===== config.mk =====
export PLATFORM = sky130hd
export DESIGN_NAME = cv32e40p_ldm_alarm_handler
export DESIGN_NICKNAME = d
export VERILOG_FILES = /design/src/rtl/cv32e40p_ldm_alarm_handler.sv
export SDC_FILE = /design/constraint.sdc
export NUM_CORES = 1
export LEC_CHECK = 0
export CAP_MARGIN = 10
export CORE_ASPECT_RATIO = 1.75
export CORE_MARGIN = 1.5
export CORE_UTILIZATION = 30
export DETAILED_ROUTE_END_ITERATION = 6
export PLACE_DENSITY = 0.72
export SETUP_SLACK_MARGIN = 0.15
export SLEW_MARGIN = 25
export SYNTH_ARGS = -nofsm -noshare
export SYNTH_HDL_FRONTEND = slang
export SYNTH_SLANG_ARGS = --single-unit

===== constraint.sdc =====
create_clock -name clk -period 3.2 [get_ports clk]
set_clock_uncertainty 0.1 [all_clocks]
set_input_delay 0.96 -clock clk [delete_from_list [all_inputs] [get_ports clk]]
set_output_delay 0.96 -clock clk [all_outputs]
set_load 0.02 [all_outputs]

===== src/rtl/cv32e40p_ldm_alarm_handler.sv =====
// rtl/cv32e40p_ldm_alarm_handler.sv - alarm filter, interrupt and fetch-halt escalation for the loop/deadlock monitor
//
// Purpose:
//   Debounces the raw alarm from the loop/deadlock detector. Once the alarm has
//   been high for FILTER_CYCLES consecutive samples, the handler raises an
//   interrupt. It then waits up to ACK_TIMEOUT cycles for an acknowledge. If no
//   acknowledge arrives in that window, it requests a fetch halt that stays set
//   until clear_i or rst.
//
// Parameters:
//   FILTER_CYCLES  consecutive alarm_i-high samples needed to accept an alarm (>=1)
//   ACK_TIMEOUT    maximum number of cycles irq_o stays high before escalation (>=1)
//   CNT_WIDTH      width of the saturating accepted-alarm counter
//
// Ports:
//   clk          core clock, rising edge
//   rst          asynchronous active-high reset
//   alarm_i      raw alarm from the detector
//   pc_id_i      PC of the instruction in ID, captured when an alarm is accepted
//   irq_ack_i    interrupt acknowledge
//   clear_i      software/debug clear; forces IDLE, has priority over all inputs
//   irq_o        registered alarm interrupt request (high only in IRQ)
//   halt_o       registered fetch-halt request (high only in HALT)
//   alarm_cnt_o  saturating count of accepted alarms
//   alarm_pc_o   PC captured at the last accepted alarm
//
// Configuration:
//   CV32E40P_LDM_ALARM_PC_LOG_EN  when defined, builds the PC capture register;
//                                 when undefined, alarm_pc_o is tied to zero.

module cv32e40p_ldm_alarm_handler #(
    parameter int FILTER_CYCLES = 2,
    parameter int ACK_TIMEOUT   = 64,
    parameter int CNT_WIDTH     = 8
) (
    input  logic                 clk,
    input  logic                 rst,
    input  logic                 alarm_i,
    input  logic [31:0]          pc_id_i,
    input  logic                 irq_ack_i,
    input  logic                 clear_i,
    output logic                 irq_o,
    output logic                 halt_o,
    output logic [CNT_WIDTH-1:0] alarm_cnt_o,
    output logic [31:0]          alarm_pc_o
);

    localparam int FW = $clog2(FILTER_CYCLES + 1);
    localparam int TW = $clog2(ACK_TIMEOUT + 1);

    localparam logic [FW-1:0] FILT_LAST = FW'(FILTER_CYCLES - 1);
    localparam logic [TW-1:0] TMO_LOAD  = TW'(ACK_TIMEOUT - 1);

    localparam logic [1:0] S_IDLE   = 2'd0;
    localparam logic [1:0] S_FILTER = 2'd1;
    localparam logic [1:0] S_IRQ    = 2'd2;
    localparam logic [1:0] S_HALT   = 2'd3;

    logic [1:0]           state_q, state_d;
    logic [FW-1:0]        filt_q, filt_d;
    logic [TW-1:0]        tmo_q, tmo_d;
    logic                 accept;
    logic                 irq_q, halt_q;
    logic [CNT_WIDTH-1:0] cnt_q;

    always_comb begin
        state_d = state_q;
        filt_d  = filt_q;
        tmo_d   = tmo_q;
        accept  = 1'b0;

        if (clear_i) begin
            state_d = S_IDLE;
            filt_d  = '0;
            tmo_d   = '0;
        end else begin
            case (state_q)
                S_IDLE: begin
                    if (alarm_i) begin
                        // With a single-sample filter the first high sample is already accepted.
                        if (FILTER_CYCLES == 1) begin
                            accept = 1'b1;
                        end else begin
                            state_d = S_FILTER;
                            filt_d  = FW'(1);
                        end
                    end
                end
                S_FILTER: begin
                    if (!alarm_i) begin
                        state_d = S_IDLE;
                        filt_d  = '0;
                    end else if (filt_q == FILT_LAST) begin
                        accept = 1'b1;
                    end else begin
                        filt_d = filt_q + FW'(1);
                    end
                end
                S_IRQ: begin
                    // Acknowledge wins over an expiring timeout.
                    if (irq_ack_i) begin
                        state_d = S_IDLE;
                        tmo_d   = '0;
                    end else if (tmo_q == '0) begin
                        state_d = S_HALT;
                    end else begin
                        tmo_d = tmo_q - TW'(1);
                    end
                end
                S_HALT: begin
                    state_d = S_HALT;
                end
                default: begin
                    state_d = S_IDLE;
                    filt_d  = '0;
                    tmo_d   = '0;
                end
            endcase

            if (accept) begin
                state_d = S_IRQ;
                filt_d  = '0;
                tmo_d   = TMO_LOAD;
            end
        end
    end

    always_ff @(posedge clk or posedge rst) begin
        if (rst) begin
            state_q <= S_IDLE;
            filt_q  <= '0;
            tmo_q   <= '0;
            irq_q   <= 1'b0;
            halt_q  <= 1'b0;
            cnt_q   <= '0;
        end else begin
            state_q <= state_d;
            filt_q  <= filt_d;
            tmo_q   <= tmo_d;
            irq_q   <= (state_d == S_IRQ);
            halt_q  <= (state_d == S_HALT);
            if (accept && (cnt_q != '1)) begin
                cnt_q <= cnt_q + CNT_WIDTH'(1);
            end
        end
    end

    assign irq_o       = irq_q;
    assign halt_o      = halt_q;
    assign alarm_cnt_o = cnt_q;

`ifdef CV32E40P_LDM_ALARM_PC_LOG_EN
    logic [31:0] pc_q;

    always_ff @(posedge clk or posedge rst) begin
        if (rst) begin
            pc_q <= 32'h0;
        end else if (accept) begin
            pc_q <= pc_id_i;
        end
    end

    assign alarm_pc_o = pc_q;
`else
    logic unused_pc;

    assign unused_pc  = ^pc_id_i;
    assign alarm_pc_o = 32'h0;
`endif

endmodule

==> results.json, run 1 <==
{
  "hold_violations": 0,
  "final_net_count": 202,
  "wl_met3_um": 123,
  "hold_buffers": 0,
  "nFillCells": 453,
  "grt_pass1_wl_mm": 4.119,
  "area_growth_pct": 9.507,
  "hp-class": "reg -> reg",
  "cap_violations": 0,
  "cts_tree": "yes",
  "place_hpwl_mm": 1.871,
  "insertion_delay_ns": 0.26,
  "cts_buffer_depth": 2,
  "antenna_found_initial": 0,
  "power.leakage_nw": 0.6835,
  "grt_max_degree": 22,
  "htreeDepth": 1,
  "slew_headroom_pct": 44.06,
  "pin_count": 79,
  "worstPathRequired_ns": 3.25,
  "clkTransAtPathRegs_ns": 0.08,
  "layout-drive-gt1-share_pct": 8.125,
  "crit_path_start_kind": "primary input",
  "place_congestion": 0.8305,
  "post_synth.cell_area_avg_um2": 9.572,
  "top_layer": "met4",
  "synth_cell_type_count": 38,
  "clockRootBuffer": "clkbuf_8",
  "worstPathArrival_ns": 2.53,
  "min_period_ns": 2.473,
  "yosys_warnings": 0,
  "drc_errors": 0,
  "tightest_slew_ns": 0.8382,
  "final_cell_area_mm2": 0.001499,
  "drv_slew": 0,
  "end_kind": "flop",
  "grtUsageTotal_pct": 10.88,
  "dp.cells": 207,
  "synth_seq_cells": 21,
  "die_w_um": 54.06,
  "initial_core_util_pct": 31.08,
  "synthCells": 143,
  "worst-path-max-fanout": 10,
  "first_pass_iters": 4,
  "wl_met2_mm": 1.399,
  "fmax_ghz": 0.4043,
  "path_class": "in -> reg",
  "first_global_vias": 952,
  "rsz0062_at_grt": "false",
  "viasPerCell": 4.645,
  "dieHeight_um": 92.36,
  "wl_per_cell_um": 12.11,
  "placed_area_mm2": 0.001453,
  "n_antenna_cell": 0,
  "fin_setup_tns_ns": 0,
  "die-area_mm2": 0.004993,
  "portBuffers": 14,
  "ant_nets": 0,
  "wirelength_mm": 2.556,
  "peakVddDrop_uv": 239.9,
  "cts_buffers": 3,
  "wl_met1_um": 984,
  "vias": 980,
  "ctsResizeCount": 0,
  "num_rows": 32,
  "drt_iter0_markers": 14,
  "yosysSeqAreaShare_pct": 38.39,
  "stdcell_count": 211,
  "grt.overflow.total": 0,
  "min_period_over_period_pct": 77.29,
  "power.density_mw_per_mm2": 423.4,
  "status": "finished, final reports clean",
  "cts.sinks": 21,
  "setup_viol": 0,
  "cts_setup_buffers": 0,
  "syn_area_mm2": 0.001369,
  "core_mm2": 0.004404
}
==> routing by layer <==
layer | vias to the layer above | GRT usage, %
met3 | 4 | 0.9677
li1 | 464 | -
met5 | - | 0
met4 | 0 | 5.625
met2 | 43 | 19.82
met1 | 469 | 11.61
==> area by class of cell <==
class                   instances  area, um^2  share of cell area, %
well taps                      51       63.81                  4.257
inverters                       6       22.52                  1.503
clock inverters                 1       5.005                 0.3339
clock buffers                   3       41.29                  2.755
repair buffers                 17       162.7                  10.85
multi-input cells             112       678.2                  45.24
flip-flops and latches         21       525.5                  35.06
==> cells in the mapped netlist <==
library cell  number  area, um^2
xor2_1             1       8.760
nor2b_1            1       6.260
clkbuf_1           2       7.510
nand3_1            2       10.01
ha_1               4       50.05
and3_1             2       12.51
nand2_1            4       15.01
nor3_1             1       5.000
conb_1             1       3.750
a211oi_2           1       12.51
o21ai_0            7       35.03
buf_6              1       11.26
and2b_2            1       8.760
nand3b_1           1       7.510
or3_1              5       31.28
buf_4             32       240.2
a21oi_1            5       25.02
a31oi_1            5       31.28
and2_1             1       6.260
nand4b_1           1       8.760
nor2_1            12       45.04
nand4_1            5       31.28
or4b_1             2       20.02
inv_1              6       22.52
and4_1             1       8.760
or4b_4             1       13.76
o21ai_4            1       16.27
o211ai_1           1       7.510
a211oi_1           1       7.510
nand4b_4           1       23.77
o21a_1             1       7.510
mux2_2             1       11.26
mux2i_1            1       10.01
xnor2_1            6       52.55
dfrtp_1           21       525.5
or2b_1             1       7.510
nand2b_1           2       12.51
o22a_1             1       8.760
==> power by group <==
part / internal, mW / leakage [nW] / switching, mW
Sequential: 0.283 / 0.288 / 0.0281
Clock: 0.0867 / 0.0255 / 0.0882
Combinational: 0.0560 / 0.371 / 0.0929
Total: 0.426 / 0.684 / 0.209
==> state kept, by name, summed over array words and instances (netlist names) <==
name	cells
state_q	2
tmo_q	7
irq_o	1
halt_o	1
filt_q	2
alarm_cnt_o	8
==> placed cells by master (no fill, tap or decap), drive strengths merged <==
cell	Yosys	layout
xor2	1	1
nand2b	2	2
o22a	1	1
and3	2	2
and2	1	1
and2b	1	1
a211oi	2	2
clkinv	0	1
nand4	5	5
a31oi	5	5
a21oi	5	5
ha	4	4
dfrtp	21	21
and4	1	1
o21ai	8	8
or3	5	5
mux2	1	1
clkbuf	2	3
or4b	3	3
buf	33	3
o211ai	1	1
nand3b	1	1
nand3	2	2
nor3	1	1
nand4b	2	2
nand2	4	4
nor2b	1	1
inv	6	6
o21a	1	1
mux2i	1	1
clkdlybuf4s50	0	14
conb	1	32
nor2	12	12
or2b	1	1
xnor2	6	6
==> through the flow <==
stage / power (mW) / hold WS [ns] / util [%] / worst slack (ns)
after CTS: 0.6381 / 0.4097 / 34.03 / 0.7169
after detailed placement: 0.4650 / 0.3945 / 32.98 / 0.4509
final: 0.6347 / 0.4060 / 34.03 / 0.7266
after global placement: 0.4630 / 0.3822 / 32.98 / 0.4772
after global routing: 0.6682 / 0.4259 / 34.03 / 0.6691
after floorplan: 0.4436 / 0.4137 / - / 1.055
==> worst max-delay path, stage by stage <==
cell and delay, ns:
clkdlybuf4s50_1 0.58, nand4b_4 0.23, a211oi_2 0.24, buf_4 0.18, mux2_2 0.33
==> cell families (layout without fill, tap and decap cells) <==
kind of cell | after synthesis | after routing | share of synthesized area [%]
AND/OR/NAND/NOR | 44 | 44 | 20.02
other | 1 | 32 | 0.2740
adder cells (fa/ha/maj) | 4 | 4 | 3.656
multiplexers | 2 | 2 | 1.554
AO/OA/AOI/OAI | 23 | 23 | 11.06
flip-flops | 21 | 21 | 38.39
XOR/XNOR | 7 | 7 | 4.479
buffers and inverters | 41 | 27 | 20.57
==> path summary, 6_finish.rpt <==
path,from,to,slack (ns),cells past startpoint
max,alarm_i,alarm_cnt_o[1]$_DFFE_PP0P_,0.73,5
min,alarm_cnt_o[5]$_DFFE_PP0P_,alarm_cnt_o[5]$_DFFE_PP0P_,0.41,1
min in group asynchronous,rst,alarm_cnt_o[1]$_DFFE_PP0P_,1.06,2
max reg2reg,tmo_q[0]$_DFFE_PP0P_,tmo_q[5]$_DFFE_PP0P_,1.25,6
min reg2reg,alarm_cnt_o[5]$_DFFE_PP0P_,alarm_cnt_o[5]$_DFFE_PP0P_,0.41,1
max in group asynchronous,rst,filt_q[1]$_DFFE_PP0P_,1.42,2
Note: power is estimated with default switching activity, not from simulation.
==> inputs of run 2 (changes only) <==
--- a/config.mk
+++ b/config.mk
@@ -10,7 +10,7 @@
 export CORE_MARGIN = 1.5
 export CORE_UTILIZATION = 30
 export DETAILED_ROUTE_END_ITERATION = 6
-export PLACE_DENSITY = 0.72
+export PLACE_DENSITY = 0.74
 export SETUP_SLACK_MARGIN = 0.15
 export SLEW_MARGIN = 25
 export SYNTH_ARGS = -nofsm -noshare
==> constraint.sdc (replaced) <==
create_clock -name clk -period 2.05 [get_ports clk]
set_clock_uncertainty 0.1 [all_clocks]
set_input_delay 0.615 -clock clk [delete_from_list [all_inputs] [get_ports clk]]
set_output_delay 0.615 -clock clk [all_outputs]
set_load 0.02 [all_outputs]
==> run 2 against run 1 <==
  * Cell area rose by 8.6%
  * Die area is the same
  * Flip-flop and latch count unchanged
  * Clock power is 60% higher
  * Hold slack worse by 0.012 ns
  * Register-to-register slack got worse by 1.1 ns
  * Utilization increased by 2.9 points
  * Final cell count up 6.2%
  * Critical path depth up 2
  * Critical endpoint is now tmo_q[1]$_DFFE_PP0P_
  * Largest cell class unchanged
==> results.json, run 2 (synthesis gave the netlist of run 1 again) <==
{
  "status": "finished, final reports clean",
  "portBuffers": 14,
  "crit_path_start_kind": "flop",
  "worst-path-max-fanout": 7,
  "hp-class": "reg -> reg",
  "fin_setup_tns_ns": 0,
  "die_w_um": 54.06,
  "htreeDepth": 1,
  "vias": 1060,
  "wl_per_cell_um": 12.00,
  "first_pass_iters": 4,
  "grt_pass1_wl_mm": 4.347,
  "pin_count": 79,
  "viasPerCell": 4.732,
  "fmax_ghz": 0.5170,
  "drv_slew": 0,
  "min_period_over_period_pct": 94.35,
  "finalPower_mw": 1.020,
  "drt_iter0_markers": 18,
  "initial_core_util_pct": 31.08,
  "num_rows": 32,
  "core_mm2": 0.004404,
  "place_congestion": 0.8220,
  "clkTransAtPathRegs_ns": 0.08,
  "cap_violations": 0,
  "die-area_mm2": 0.004993,
  "final_cell_mix": "conb_1, dfrtp_1, buf_4, nor2_1, dlygate4sd2_1",
  "first_global_vias": 987,
  "worstPathRequired_ns": 2.10,
  "end_kind": "flop",
  "hold_ws_ns": 0.3939,
  "layout_commonest_cell": "conb_1",
  "place_hpwl_mm": 1.923,
  "ant_nets": 0,
  "cts_buffers": 3,
  "power.leakage_nw": 0.8126,
  "wirelength_mm": 2.689,
  "largest_reg_flops": 8,
  "setup_viol": 0,
  "peakVddDrop_uv": 359.1,
  "insertion_delay_ns": 0.26,
  "setup.worst_path.start": "tmo_q[1]$_DFFE_PP0P_",
  "worstPathArrival_ns": 1.98,
  "min_period_ns": 1.934,
  "final_net_count": 215,
  "hold_depth": 1,
  "clockRootBuffer": "clkbuf_8",
  "dieHeight_um": 92.36,
  "hp-start": "alarm_cnt_o[7]$_DFFE_PP0P_",
  "cts_buffer_depth": 2,
  "grt.overflow.total": 0,
  "hold_violations": 0,
  "area_growth_pct": 18.92,
  "drc_errors": 0,
  "r2r-start": "tmo_q[1]$_DFFE_PP0P_",
  "n_antenna_cell": 0,
  "grt_max_degree": 22,
  "cts.sinks": 21,
  "antenna_found_initial": 0,
  "layout-drive-gt1-share_pct": 19.08,
  "grtUsageTotal_pct": 11.64,
  "rsz0062_at_grt": "true",
  "reg2reg_depth": 7,
  "power.density_mw_per_mm2": 626.6,
  "path_class": "reg -> reg",
  "cts_tree": "yes"
}
==> run 2: worst paths after layout <==
| kind | endpoint | slack [ns] |
|---|---|---|
| worst min register to register | alarm_cnt_o[7]$_DFFE_PP0P_ | 0.39 |
| max in group asynchronous | alarm_cnt_o[1]$_DFFE_PP0P_ | 1.04 |
| min in group asynchronous | tmo_q[2]$_DFFE_PP0P_ | 0.58 |
| worst max-delay path | tmo_q[1]$_DFFE_PP0P_ | 0.12 |
| worst max register to register | tmo_q[1]$_DFFE_PP0P_ | 0.12 |
| worst min-delay path | alarm_cnt_o[7]$_DFFE_PP0P_ | 0.39 |
==> run 2: report_power, final <==
| group | leakage, nW | switching, mW | internal, mW | total (mW) |
|---|---|---|---|---|
| clock network | 0.0255 | 0.144 | 0.136 | 0.280 |
| logic | 0.501 | 0.162 | 0.0998 | 0.262 |
| registers | 0.286 | 0.0345 | 0.443 | 0.478 |
| total | 0.813 | 0.341 | 0.679 | 1.02 |
==> run 2: what timing repair did <==
item	4_1_cts	5_1_grt
hold buffers	0	0
endpoints found under the setup margin	22	11
setup buffers	4	3
pin swaps	3	3
gates resized for setup	15	8
==> run 2: final cells by class <==
type                       count  area (um^2)
clock buffer                   3        41.29
fill                         451         2776
sequential                    21        526.8
multi-input combinational    112        708.2
timing repair buffer          30        260.3
tap                           51        63.81
clock inverter                 1        5.005
inverter                       6        22.52
==> run 2: critical path: stages (launching register included) <==
cell	delay (ns)
dfrtp_1	0.43
inv_2	0.10
ha_4	0.12
or4b_4	0.47
o21ai_4	0.28
buf_6	0.14
or3_1	0.09
a31oi_1	0.08
==> run 2: metrics by stage <==
step / instances / setup slack (ns) / area [um^2] / util (%)
floorplan: 174 / 0.1680 / 1493 / -
global placement: 213 / -0.2167 / 1505 / 34.18
detailed placement: 213 / -0.2365 / 1505 / 34.18
CTS: 221 / 0.1526 / 1590 / 36.11
global route: 224 / 0.06328 / 1628 / 36.96
finish: 224 / 0.1159 / 1628 / 36.96
==> run 2: layer usage <==
layer | vias to the layer above | share of wire (%) | global-route usage [%]
li1 | 486 | - | -
met1 | 513 | 38 | 12.74
met2 | 55 | 54 | 20.43
met3 | 6 | 6.1 | 2.258
met4 | 0 | 1.8 | 5.417
met5 | - | 0 | 0
